## src/rtl/f3_pkg.sv

```systemverilog
// Shared definitions for the Function-3 move scheduler: keypad instruction codes,
// move encodings and the scheduler state type.
package f3_pkg;

  localparam logic [3:0] INSTR_NONE     = 4'd0;
  localparam logic [3:0] INSTR_NORTH    = 4'd1;
  localparam logic [3:0] INSTR_EAST     = 4'd2;
  localparam logic [3:0] INSTR_WEST     = 4'd3;
  localparam logic [3:0] INSTR_SOUTH    = 4'd4;
  localparam logic [3:0] INSTR_SCRAMBLE = 4'd5;

  localparam logic [1:0] DIR_N = 2'd0;
  localparam logic [1:0] DIR_E = 2'd1;
  localparam logic [1:0] DIR_S = 2'd2;
  localparam logic [1:0] DIR_W = 2'd3;

  typedef enum logic [1:0] {
    IDLE     = 2'd0,
    ISSUE    = 2'd1,
    SCRAMBLE = 2'd2
  } state_t;

  // Keypad codes order West before South, the move encoding does not.
  function automatic logic [1:0] instr_to_dir(input logic [3:0] instr);
    case (instr)
      INSTR_EAST:  return DIR_E;
      INSTR_WEST:  return DIR_W;
      INSTR_SOUTH: return DIR_S;
      default:     return DIR_N;
    endcase
  endfunction

endpackage

```

## src/rtl/f3_lfsr16.sv

```systemverilog
// Free-running 16-bit Galois LFSR (mask 16'hB400) used as the scramble move source.
module f3_lfsr16 #(
  parameter logic [15:0] SEED = 16'hACE1
) (
  input  logic        sysclk,
  input  logic        rst_n,
  output logic [15:0] state
);

  localparam logic [15:0] MASK = 16'hB400;

  always_ff @(posedge sysclk or negedge rst_n) begin
    if (!rst_n) state <= SEED;
    else        state <= state[0] ? ((state >> 1) ^ MASK) : (state >> 1);
  end

endmodule

```

## src/rtl/f3_move_sched.sv

```systemverilog
// Function-3 move scheduler: keypad strobes -> direction FIFO / scramble burst -> valid/ready moves.
// Build option: define F3_ANTIREVERSE_EN to stop a scramble move from undoing the previous one.
module f3_move_sched
  import f3_pkg::*;
#(
  parameter int          FIFO_DEPTH     = 4,
  parameter int          SCRAMBLE_MOVES = 32,
  parameter logic [15:0] LFSR_SEED      = 16'hACE1
) (
  input  logic       sysclk,
  input  logic       rst_n,
  input  logic       set,
  input  logic [3:0] instruction,
  output logic       move_valid,
  output logic [1:0] move_dir,
  input  logic       move_ready,
  output logic       busy,
  output logic       scrambling,
  output logic       cmd_drop
);

  localparam int             PTR_W    = $clog2(FIFO_DEPTH);
  localparam logic [PTR_W:0] CNT_FULL = (PTR_W + 1)'(FIFO_DEPTH);
  localparam logic [PTR_W:0] CNT_ONE  = (PTR_W + 1)'(1);
  localparam logic [7:0]     CNT_LAST = 8'(SCRAMBLE_MOVES - 1);

  state_t           state, state_nxt;
  logic             set_d;
  logic             pending, pending_nxt, pend_clr;
  logic [1:0]       fifo_mem [FIFO_DEPTH];
  logic [PTR_W-1:0] rd_ptr, wr_ptr, rd_ptr_inc;
  logic [PTR_W:0]   fifo_cnt;
  logic [7:0]       scr_cnt, scr_cnt_nxt;
  logic             valid_nxt, drop_nxt;
  logic [1:0]       dir_nxt, push_dir, head_next, cand, scr_follow;
  logic             stb, is_dir, is_scr, blocked, full, xfer, push, pop;
  logic [15:0]      lfsr_state;
  logic             unused_lfsr;

  f3_lfsr16 #(.SEED(LFSR_SEED)) u_lfsr (
    .sysclk (sysclk),
    .rst_n  (rst_n),
    .state  (lfsr_state)
  );

  assign cand        = lfsr_state[1:0];
  assign unused_lfsr = ^lfsr_state[15:2];

`ifdef F3_ANTIREVERSE_EN
  // XOR with 2 maps every move onto its opposite (N<->S, E<->W).
  assign scr_follow = (cand == (move_dir ^ 2'd2)) ? cand + 2'd1 : cand;
`else
  assign scr_follow = cand;
`endif

  assign stb        = set & ~set_d;
  assign is_dir     = (instruction >= INSTR_NORTH) && (instruction <= INSTR_SOUTH);
  assign is_scr     = (instruction == INSTR_SCRAMBLE);
  assign blocked    = (state == SCRAMBLE) || pending;
  assign full       = (fifo_cnt == CNT_FULL);
  assign xfer       = move_valid & move_ready;
  assign pop        = (state == ISSUE) && xfer;
  assign push_dir   = instr_to_dir(instruction);
  assign push       = stb && is_dir && !blocked && (!full || pop);
  assign drop_nxt   = stb && ((is_dir && (blocked || (full && !pop))) || (is_scr && blocked));
  assign rd_ptr_inc = rd_ptr + 1'b1;
  // With one entry left, the next head is whatever is being pushed this same cycle.
  assign head_next  = (fifo_cnt == CNT_ONE) ? push_dir : fifo_mem[rd_ptr_inc];

  assign pending_nxt = (pending && !pend_clr) || (stb && is_scr && !blocked);
  assign busy        = (state != IDLE) || (fifo_cnt != '0) || pending;
  assign scrambling  = (state == SCRAMBLE);

  always_comb begin
    state_nxt   = state;
    valid_nxt   = move_valid;
    dir_nxt     = move_dir;
    scr_cnt_nxt = scr_cnt;
    pend_clr    = 1'b0;
    case (state)
      IDLE: begin
        if (fifo_cnt != '0) begin
          state_nxt = ISSUE;
          valid_nxt = 1'b1;
          dir_nxt   = fifo_mem[rd_ptr];
        end else if (pending) begin
          state_nxt   = SCRAMBLE;
          pend_clr    = 1'b1;
          scr_cnt_nxt = '0;
          valid_nxt   = 1'b1;
          dir_nxt     = cand;
        end
      end
      ISSUE: begin
        if (xfer) begin
          if ((fifo_cnt != CNT_ONE) || push) begin
            dir_nxt = head_next;
          end else begin
            state_nxt = IDLE;
            valid_nxt = 1'b0;
          end
        end
      end
      SCRAMBLE: begin
        if (xfer) begin
          scr_cnt_nxt = scr_cnt + 8'd1;
          if (scr_cnt == CNT_LAST) begin
            state_nxt = IDLE;
            valid_nxt = 1'b0;
          end else begin
            dir_nxt = scr_follow;
          end
        end
      end
      default: begin
        state_nxt = IDLE;
        valid_nxt = 1'b0;
      end
    endcase
  end

  always_ff @(posedge sysclk or negedge rst_n) begin
    if (!rst_n) begin
      state      <= IDLE;
      set_d      <= 1'b0;
      pending    <= 1'b0;
      scr_cnt    <= '0;
      move_valid <= 1'b0;
      move_dir   <= DIR_N;
      cmd_drop   <= 1'b0;
      rd_ptr     <= '0;
      wr_ptr     <= '0;
      fifo_cnt   <= '0;
    end else begin
      state      <= state_nxt;
      set_d      <= set;
      pending    <= pending_nxt;
      scr_cnt    <= scr_cnt_nxt;
      move_valid <= valid_nxt;
      move_dir   <= dir_nxt;
      cmd_drop   <= drop_nxt;
      if (push) wr_ptr <= wr_ptr + 1'b1;
      if (pop)  rd_ptr <= rd_ptr_inc;
      if (push && !pop)      fifo_cnt <= fifo_cnt + 1'b1;
      else if (pop && !push) fifo_cnt <= fifo_cnt - 1'b1;
    end
  end

  // FIFO storage carries no reset; occupancy is tracked by the pointers above.
  always_ff @(posedge sysclk) begin
    if (push) fifo_mem[wr_ptr] <= push_dir;
  end

endmodule
```

## config.mk

```make
export PLATFORM = sky130hd
export DESIGN_NAME = f3_move_sched
export DESIGN_NICKNAME = d
export VERILOG_FILES = /design/src/rtl/f3_pkg.sv /design/src/rtl/f3_lfsr16.sv /design/src/rtl/f3_move_sched.sv
export SDC_FILE = /design/constraint.sdc
export NUM_CORES = 1
export LEC_CHECK = 0
export ABC_AREA = 1
export CAP_MARGIN = 25
export CORE_UTILIZATION = 36
export CTS_BUF_LIST = sky130_fd_sc_hd__clkbuf_8 sky130_fd_sc_hd__clkbuf_16
export CTS_CLUSTER_SIZE = 40
export DETAILED_ROUTE_END_ITERATION = 8
export GPL_TIMING_DRIVEN = 0
export PLACE_DENSITY_LB_ADDON = 0.1
export SLEW_MARGIN = 5
export SYNTH_ARGS = -nofsm -noshare
export SYNTH_HDL_FRONTEND = slang
export SYNTH_SLANG_ARGS = --single-unit
```

## constraint.sdc

```tcl
create_clock -name sysclk -period 2.8 [get_ports sysclk]
set_input_delay 0.42 -clock sysclk [delete_from_list [all_inputs] [get_ports sysclk]]
set_output_delay 0.42 -clock sysclk [all_outputs]
set_load 0.01 [all_outputs]
```

* Word-level counts from Yosys, hierarchy flattened
Memories as Yosys holds them, arrays and structs flattened. Cells that the tools add are included.
Cells by class: add/sub/neg operators 5, muxes and demuxes 35, $lt $le $gt $ge 2, bitwise logic cells 4, equal/unequal tests 19, reductions and logical operators 36
Operator list (number):
- 2-bit 2-to-1 mux | 13
- 8-bit 2-to-1 mux | 3
- 2-bit one-hot mux with 3 select lines | 3
- 16-bit 2-to-1 mux | 1
- 8-bit one-hot mux with 2 select lines | 1
- 1-bit logical AND | 14
- 1-bit 2-to-1 mux | 11
- 2-bit inequality test, second input constant | 5
- 8-bit by 1-bit adder with 8-bit output, second input constant | 1
- 4-bit by 2-bit == test with 1-bit output, second input constant | 2
- 4-bit by 3-bit == test with 1-bit output, second input constant | 2
- 8-bit by 5-bit == test with 1-bit output, second input constant | 1
- 1-bit logical OR | 8
- 3-bit 2-to-1 mux | 2
- 2-bit by 1-bit inequality test with 1-bit output, second input constant | 3
- 6-bit AND reduction | 1
- 2-bit nonzero test | 3
- 3-bit nonzero test | 2
- 1-bit zero test | 5
- 5-bit AND reduction | 1
- 2-bit by 1-bit adder with 2-bit output, second input constant | 2
- 4-bit by 1-bit >= comparator with 1-bit output, second input constant | 1
- 4-bit by 3-bit less-or-equal comparator with 1-bit output, second input constant | 1
- 3-bit NOT with 4-bit output | 1
- 13 further kinds | 14
Storage, ports and cells: output and inout port bits 6, memories 1, input port bits 8, word-level logic and storage cells 113, bits in writable memories 8, flip-flop bits (word level) 39
Memory list:
- fifo_mem | depth 4, width 2, rd ports 2, clocked after memory_dff 0, write ports 1, line f3_move_sched.sv:30 | logic [1:0] fifo_mem [FIFO_DEPTH];

* Depth between registers and ports, before layout
Gate-level depths: netlist of run 1.
word-level depth 9, gate-level depth with buffers 14, depth with buffers taken out 13

* Cells and area by module
From an unflattened synthesis of run 1, not the netlist that was laid out.
Second synthesis, totals: cell total of the unflattened synthesis 281, area total of the unflattened synthesis 2428.6 µm²
Modules (own cells, without submodules):
- f3_move_sched | sequential area each 815.8 µm², instances 1, area each 1969.4 µm², cells an instance 252
- f3_lfsr16 | sequential area each 410.4 µm², instances 1, area each 459.2 µm², cells an instance 29

* Worst setup path before layout of run 1
Ideal clock, no wire load.
path kind register to register, start reg state[0], end reg fifo_cnt[2], slack 0.707 ns, required time 2.682 ns, setup time 0.118 ns, stages on the path, launching flop included 14, arrival time 1.975 ns, path through dfrtp_1 inv_1 ha_1 buf_6 inv_2 nand2_1 nor2_1 nand2_2 nor2_4 ha_1 nor2_1 o21ai_0 xor2_1 inv_1
Between the ends: cells in the longest elaborated chain, start to end 8, elaborated cells on any way between the ends 14, classes of those cells 2 x eq/ne; 1 x mux; 11 x reduce/logical
Ends and longest elaborated chain:
- start, declared | line f3_move_sched.sv:27 | state_t state, state_nxt;
- start signal, assigned | line f3_move_sched.sv:135 | state <= state_nxt;
- 2-bit == test (*)
- net scrambling | line f3_move_sched.sv:18 | output logic scrambling,
- 1-bit logical OR (*) | line f3_move_sched.sv:59 | assign blocked = (state == SCRAMBLE) || pending;
- 1-bit zero test (*) | line f3_move_sched.sv:64 | assign push = stb && is_dir && !blocked && (!full || pop);
- 1-bit logical AND (*) (2 in series) | line f3_move_sched.sv:64
- net push | line f3_move_sched.sv:36 | logic stb, is_dir, is_scr, blocked, full, xfer, push, pop;
- 1-bit zero test | line f3_move_sched.sv:145 | else if (pop && !push) fifo_cnt <= fifo_cnt - 1'b1;
- 1-bit logical AND | line f3_move_sched.sv:145
- 2-bit nonzero test (no source line)
- end signal, assigned | line f3_move_sched.sv:144 | if (push && !pop) fifo_cnt <= fifo_cnt + 1'b1;
- end signal, assigned | line f3_move_sched.sv:145
- end, declared | line f3_move_sched.sv:32 | logic [PTR_W:0] fifo_cnt;
Mark *: on every way through the listed nets, which the timed path passes. The rest lies on a longest branch. A chain may end at the register's enable or synchronous reset.

* Worst setup path in the final report of run 1
start reg fifo_cnt[0], end out busy
Between the ends: cells in the longest elaborated chain, start to end 3
Ends and longest elaborated chain:
- 3-bit nonzero test | line f3_move_sched.sv:71 | assign busy = (state != IDLE) || (fifo_cnt != '0) || pending;
- 1-bit logical OR (2 in series) | line f3_move_sched.sv:71
- end, declared | line f3_move_sched.sv:17 | output logic busy,
Every way passes these cells.

==> impl_results.md, run 1 <==
* DR pass1 iterations at 4
* Final worst slack at 386 ps
* First-pass GRT wire length at 7.29 mm
* Clock slew at reported path FFs at 100 ps
* Post-place setup slack at 399 ps
* Total Power at 2.31 mW
* Die Ht at 82.8 um
* Worst Skew at 8.27 ps
* Layout cell share with drive strength beyond 1 at 0.103
* Sink Count at 47
* Max VDD drop at 332 uV
* H-tree depth at 2
* Antenna violation net count after detailed routing at 0
* Clock Latency Late Sink at 300 ps
* Routed len/inst at 11.6 um
* # port buffers at 13
* Post-synth top area cell: dfrtp_1
* Max cap viols at 0
* Comb power frac at 0.421
* Final Net Count at 311
* Commonest cells in the netlist: nand2_1 (65), inv_1 (36), dfrtp_1 (31), nor2_1 (31), o21ai_0 (17)
* Setup crit end: busy
* # diodes at 0
* Run status: finished clean
* Flops & latches, synth at 47
* Inserted Clock Buffers at 5
* R2R cell count at 11
* I/O Pins at 14
* Hpwl dp at 3.19 mm
* Vias per cell at 4.48
* Netlist cell types at 25
* Fin crit share at 0.862
* R2R setup slack at 490 ps
* Number of flops mapped to enable cells by yosys at 8
* Switching power at 0.940 mW
* Final Hold Viols at 0
* Initial antenna violation count at 0
* RSZ-0062 raised after global routing: false
* Row cnt at 29
* Worst Setup SP: fifo_cnt[0]
* Worst setup EP type: primary output
* Slew Limit Fails at 0
* Sequential share of the synthesized area at 0.522
* Top post-synthesis cells by area: dfrtp_1 (33%), nand2_1 (10%), edfxtp_1 (10%)
* DRC at 0
* Internal power at 1.37 mW
* Vias in the first global route at 1608
* Asr flop ratio synth at 0.830
* Worst Setup Path Type: flop to primary output
* Initial Util at 0.372
* Largest net degree at the start of global routing at 36
* Clk pwr share at 0.180
* Sw Ratio at 0.406
* Sequential power share at 0.399
* Max Freq at 414 MHz
* Worst-Margin Slew at 554 ps
* Post-layout min period at 2410 ps
* # hold bufs at CTS at 1
* CTS tree: built
* Syn Inst Count at 267
* CP required at 2380 ps
* Syn Nets at 289
* Crit Path Max Fanout at 6
* Arrival time at the worst endpoint at 1990 ps
* Max Root-Sink Buffers at 2
* Yosys Warn Count at 0
* DRT iter0 DRCs at 63
* Routed vias at 1644
* Crit path launch type: flop
* Core area at 6310 um^2
* Die footprint at 6850 um^2
* CTS Root Cell: clkbuf_8
* TNS Setup at 0 ps
* Max_slew headroom at 0.628
* RePlAce Congestion at 0.789
* Global Route Usage Sum at 0.144
* Top_reg_cell synth: dfrtp_1
* Worst Hold Class: flop to flop
* Area growth from synthesis to layout at 14.7%
* CP max-delay cell: clkdlybuf4s50_1
* Power Dens Cells at 858 nW/um^2
* FF-to-FF Start: state[1]
* Mean post-synth cell area at 8.80 um^2
* Worst R2R End: fifo_cnt[2]
* Crit path cell chain: inv_1, ha_1, nand2_2, nor2_1, nand2_1, clkdlybuf4s50_1
* CTS resizes at 0
* Chip Width at 82.8 um
* Share of the synthesized area in the top cell type at 0.330
* Setup Fix Bufs, Post-CTS at 0
* Post-Syn Area at 2350 um^2
* Most frequent cell after synthesis: nand2_1
* CP peak stage delay at 500 ps
* Final setup viols at 0
* Leakage at 1.32 nW
* Total grt overflow at 0
* Routed WL at 4.25 mm
[flip-flops by register name (all words and copies together) (netlist names)]
| name | cells |
|---|---|
| scr_cnt | 8 |
| move_dir | 2 |
| fifo_mem | 8 |
| wr_ptr | 2 |
| u_lfsr.state | 16 |
| rd_ptr | 2 |
| set_d | 1 |
| state | 2 |
| fifo_cnt | 3 |
| move_valid | 1 |
| cmd_drop | 1 |
| pending | 1 |
[critical path: cells and delay by family (launching register included)]
kind	cells	cell delay, ps
simple gates	3	440
flops	1	450
buf+inv	2	600
fa+ha+maj	1	210
[through the flow]
step | std cells | utilization | hold WS [ps] | instance area [um^2]
after CTS | 367 | 0.427 | 359 | 2700
after global routing | 367 | 0.427 | 364 | 2700
final | 367 | 0.427 | 356 | 2700
after floorplan | 267 | - | 124 | 2350
after global placement | 357 | 0.408 | 337 | 2580
after detailed placement | 358 | 0.410 | 269 | 2590
[layer usage]
metal | GRT usage | vias to the layer above | routed length, um
li1 | - | 883 | -
met3 | 0.0328 | 4 | 127
met4 | 0.0517 | 0 | 52
met1 | 0.196 | 742 | 2230
met5 | 0 | - | 0
met2 | 0.225 | 15 | 1840
[how the worst min path moves through the flow]
| stage | startpoint | depth (start not counted) | slack (ps) | to |
|---|---|---|---|---|
| floorplan | rst_n | 0 | 120 | cmd_drop |
| global placement | u_lfsr.state[2] | 0 | 340 | u_lfsr.state[1] |
| detailed placement | rst_n | 1 | 270 | wr_ptr[1] |
| CTS | u_lfsr.state[3] | 0 | 360 | u_lfsr.state[2] |
| global route | u_lfsr.state[3] | 0 | 360 | u_lfsr.state[2] |
| finish | u_lfsr.state[3] | 0 | 360 | u_lfsr.state[2] |
[logic make-up after synthesis]
logic type                 after synthesis  share of synthesized area
AOI/OAI and AO/OA                       37                     0.0841
buffers and inverters                   39                     0.0655
adders and majority gates               14                     0.0745
and+or+nand+nor                        120                      0.217
xor gates and xnor gates                10                     0.0373
DFF                                     47                      0.522
[power groups by stage]
stage / logic, mW / registers (mW) / clock network [mW]
finish: 0.973 / 0.922 / 0.417
global route: 1.16 / 0.942 / 0.458
detailed placement: 0.981 / 0.937 / 0
CTS: 0.989 / 0.923 / 0.438
global placement: 0.976 / 0.934 / 0
floorplan: 0.715 / 0.923 / 0
[cell type report]
type,count,area [um^2]
Clock buffer,5,68.8
Multi-Input combinational cell,181,970
Tap cell,77,96.3
Clock inverter,3,25.0
Fill cell,643,3620
Sequential cell,47,1230
Inverter,37,139
Buffer,2,15.0
Timing Repair Buffer,15,155
[cells in the final DEF, fill, tap and decap left out, drive strengths merged]
| cell type | instances |
|---|---|
| nand2 | 70 |
| inv | 37 |
| nor2 | 32 |
| dfrtp | 31 |
| o21ai | 20 |
| ha | 14 |
| a21oi | 13 |
| nand3 | 13 |
| clkdlybuf4s50 | 12 |
| xor2 | 8 |
| edfxtp | 8 |
| dfstp | 8 |
| clkbuf | 6 |
| nor3 | 4 |
| o21a | 3 |
| buf | 3 |
| xnor2 | 2 |
| clkinv | 2 |
| a31oi | 1 |
| or2 | 1 |
| clkinvlp | 1 |
| dlygate4sd3 | 1 |
(Power assumes the default switching activity.)
==> run 2, diff against run 1 <==
--- a/config.mk
+++ b/config.mk
@@ -6,5 +6,5 @@
 export NUM_CORES = 1
 export LEC_CHECK = 0
-export ABC_AREA = 1
+export ABC_AREA = 0
 export CAP_MARGIN = 25
 export CORE_UTILIZATION = 36
@@ -12,5 +12,4 @@
 export CTS_CLUSTER_SIZE = 40
 export DETAILED_ROUTE_END_ITERATION = 8
-export GPL_TIMING_DRIVEN = 0
 export PLACE_DENSITY_LB_ADDON = 0.1
 export SLEW_MARGIN = 5
==> constraint.sdc (replaced) <==
create_clock -name sysclk -period 2.8 [get_ports sysclk]
set_input_delay 0.42 -clock sysclk [delete_from_list [all_inputs] [get_ports sysclk]]
set_output_delay 0.42 -clock sysclk [all_outputs]
set_load 0.1 [all_outputs]
==> impl_results.md, run 2 <==
* Run status: finished clean (unchanged)
* Worst setup EP type: flop (was primary output)
* Final setup viols at 0 (unchanged)
* Internal power at 1.43 mW (was 1.37 mW)
* Clock Latency Late Sink at 310 ps (was 300 ps)
* Chip Width at 81.4 um (was 82.8 um)
* Comb power frac at 0.456 (was 0.421)
* DRT iter0 DRCs at 60 (was 63)
* I/O Pins at 14 (unchanged)
* Leakage at 1.11 nW (was 1.32 nW)
* Max_slew headroom at 0.417 (was 0.628)
* Clk pwr share at 0.171 (was 0.180)
* # diodes at 0 (unchanged)
* CP peak stage delay at 420 ps (was 500 ps)
* CP required at 3000 ps (was 2380 ps)
* Layout cell share with drive strength beyond 1 at 0.199 (was 0.103)
* Most frequent cell after synthesis: dfrtp_1 (was nand2_1)
* Die footprint at 6630 um^2 (was 6850 um^2)
* Global Route Usage Sum at 0.150 (was 0.144)
* Slew Limit Fails at 0 (unchanged)
* Largest net degree at the start of global routing at 40 (was 36)
* Syn Nets at 213 (was 289)
* Netlist cell types at 41 (was 25)
* RePlAce Congestion at 0.764 (was 0.789)
* Final core occ at 0.430 (was 0.427)
* Clock slew at reported path FFs at 100 ps (about the same)
* Crit path launch type: flop (unchanged)
* First-pass GRT wire length at 7.31 mm (was 7.29 mm)
* Placed cell areas at 2480 um^2 (was 2590 um^2)
* Routed len/inst at 15.2 um (was 11.6 um)
* Flops & latches, synth at 47 (unchanged)
* DRC at 0 (unchanged)
* Crit path cell chain: inv_1, ha_1, nand3_1, and3_2, o31ai_1, and4bb_1, mux2_2 (was inv_1, ha_1, nand2_2, nor2_1, nand2_1, clkdlybuf4s50_1)
* # port buffers at 13 (unchanged)
* Syn Inst Count at 191 (was 267)
* Setup Fix Bufs, Post-CTS at 0 (unchanged)
* Design area at 2570 um^2 (was 2700 um^2)
* Switching power at 1.06 mW (was 0.940 mW)
* Routed WL at 4.34 mm (was 4.25 mm)
* Top flop regs: u_lfsr.state (16), fifo_mem (8), scr_cnt (8) (unchanged)
* Fin crit share at 0.839 (was 0.862)
* Most frequent cells in the layout: dfrtp_1 (31), nand2_1 (23), ha_1 (14) (was nand2_1 (65), inv_1 (36), nor2_1 (31), dfrtp_1 (31), o21ai_0 (17))
* Post-layout min period at 2350 ps (was 2410 ps)
* Max Freq at 425 MHz (was 414 MHz)
* Top post-synthesis cells by area: dfrtp_1 (34%), edfxtp_1 (11%), dfstp_2 (9.3%) (was dfrtp_1 (33%), nand2_1 (10%), edfxtp_1 (10%))
* Final worst slack at 450 ps (was 386 ps)
* Top_reg_cell synth: dfrtp_1 (unchanged)
* Inserted Clock Buffers at 5 (unchanged)
* Worst Hold Class: input port to asynchronous set/reset pin (was flop to flop)
* Vias per cell at 5.07 (was 4.48)
* Crit Path Max Fanout at 6 (unchanged)
* Max Root-Sink Buffers at 2 (unchanged)
* Core area at 5990 um^2 (was 6310 um^2)
* Worst Skew at 7.72 ps (was 8.27 ps)
* Commonest cells in the netlist: dfrtp_1 (31), nand2_1 (23), ha_1 (14) (was nand2_1 (65), inv_1 (36), dfrtp_1 (31), nor2_1 (31), o21ai_0 (17))
* CTS Root Cell: clkbuf_8 (unchanged)
* Hold_ws at 223 ps (was 356 ps)
* Mean post-synth cell area at 11.9 um^2 (was 8.80 um^2)
* Initial antenna violation count at 0 (unchanged)
* CTS tree: built (unchanged)
* Vias in the first global route at 1515 (was 1608)
* RSZ-0062 raised after global routing: false (unchanged)
* Max cap viols at 0 (unchanged)
* Max FFs per register at 16 (unchanged)
* Final Net Count at 232 (was 311)
* Sink Count at 47 (unchanged)
* Filler instances at 552 (was 643)
* Sequential share of the synthesized area at 0.540 (was 0.522)
* CP max-delay cell: dfrtp_1 (was clkdlybuf4s50_1)
* Post-synth top area cell: dfrtp_1 (unchanged)
* Most common cell after layout, fill and taps aside: dfrtp_1 (was nand2_1)
* Sequential power share at 0.373 (was 0.399)
* TNS Setup at 0 ps (unchanged)
* DR pass1 iterations at 6 (was 4)
* Die Ht at 81.4 um (was 82.8 um)
* Max VDD drop at 540 uV (was 332 uV)
* Arrival time at the worst endpoint at 2550 ps (was 1990 ps)
* Share of the synthesized area in the top cell type at 0.342 (was 0.330)
* # hold bufs at CTS at 0 (was 1)
* Routed vias at 1450 (was 1644)
* Post-place setup slack at 192 ps (was 399 ps)
* Hpwl dp at 3.15 mm (was 3.19 mm)
* Initial Util at 0.379 (was 0.372)
* Worst Setup Path Type: flop to flop (was flop to primary output)
* WP buf/inv at 1 (was 2)
* Total grt overflow at 0 (unchanged)
* Antenna violation net count after detailed routing at 0 (unchanged)
* Reg with most FFs: u_lfsr.state (unchanged)
* Sw Ratio at 0.426 (was 0.406)
* Power Dens Cells at 966 nW/um^2 (was 858 nW/um^2)
* Row cnt at 28 (was 29)
* Asr flop ratio synth at 0.830 (unchanged)
* Post-Syn Area at 2270 um^2 (was 2350 um^2)
* Yosys Warn Count at 0 (unchanged)
* Number of flops mapped to enable cells by yosys at 8 (unchanged)
* CTS resizes at 0 (unchanged)
* Area growth from synthesis to layout at 13.3% (was 14.7%)
* Final Hold Viols at 0 (unchanged)
* Worst-Margin Slew at 875 ps (was 554 ps)
* Crit-path leading delay family: simple AND/OR/NAND/NOR gates (was buffers and inverters)
* H-tree depth at 2 (unchanged)
==> run 2: cell families after synthesis <==
logic type                 share of synthesized area
and+or+nand+nor                                0.169
xor gates and xnor gates                      0.0347
buffers and inverters                         0.0198
AOI/OAI and AO/OA                             0.0860
adders and majority gates                     0.0771
muxes                                         0.0738
DFF                                            0.540
==> run 2: worst paths after layout <==
check	endpoint	cells after the start	from	slack [ps]
setup / recovery	move_dir[0]	7	state[1]	450
hold / removal	scr_cnt[7]	1	rst_n	220
setup reg to reg	move_dir[0]	7	state[1]	450
hold reg to reg	u_lfsr.state[2]	0	u_lfsr.state[3]	350
max in group asynchronous	pending	1	rst_n	2030
min in group sysclk	u_lfsr.state[2]	0	u_lfsr.state[3]	350
==> run 2: cell type report <==
type	instances	area, um^2	share of cell area
Multi-Input combinational cell	132	1000	0.388
Sequential cell	47	1230	0.476
Timing Repair Buffer	16	133	0.0515
Tap cell	75	93.8	0.0365
Clock buffer	5	68.8	0.0267
Clock inverter	3	22.5	0.00875
Inverter	8	30.0	0.0117
==> run 2: power groups by stage <==
| stage | combinational (mW) | sequential [mW] | clock, mW |
|---|---|---|---|
| final | 1.13 | 0.928 | 0.425 |
| after global routing | 1.24 | 0.947 | 0.468 |
| after floorplan | 0.752 | 1.06 | 0 |
| after detailed placement | 1.14 | 0.942 | 0 |
| after global placement | 1.10 | 0.933 | 0 |
| after CTS | 1.14 | 0.930 | 0.437 |
==> run 2: per-stage QoR <==
| stage | cells | total power [mW] |
|---|---|---|
| after floorplan | 191 | 1.81 |
| after global placement | 278 | 2.04 |
| after detailed placement | 278 | 2.08 |
| after CTS | 286 | 2.51 |
| after global routing | 286 | 2.66 |
| final | 286 | 2.49 |
==> run 2: metal layers <==
metal / up-vias / wire (um) / GRT usage
li1: 704 / - / -
met1: 719 / 2110 / 0.203
met2: 21 / 2040 / 0.233
met3: 6 / 121 / 0.0333
met4: 0 / 72 / 0.0589
met5: - / 0 / 0
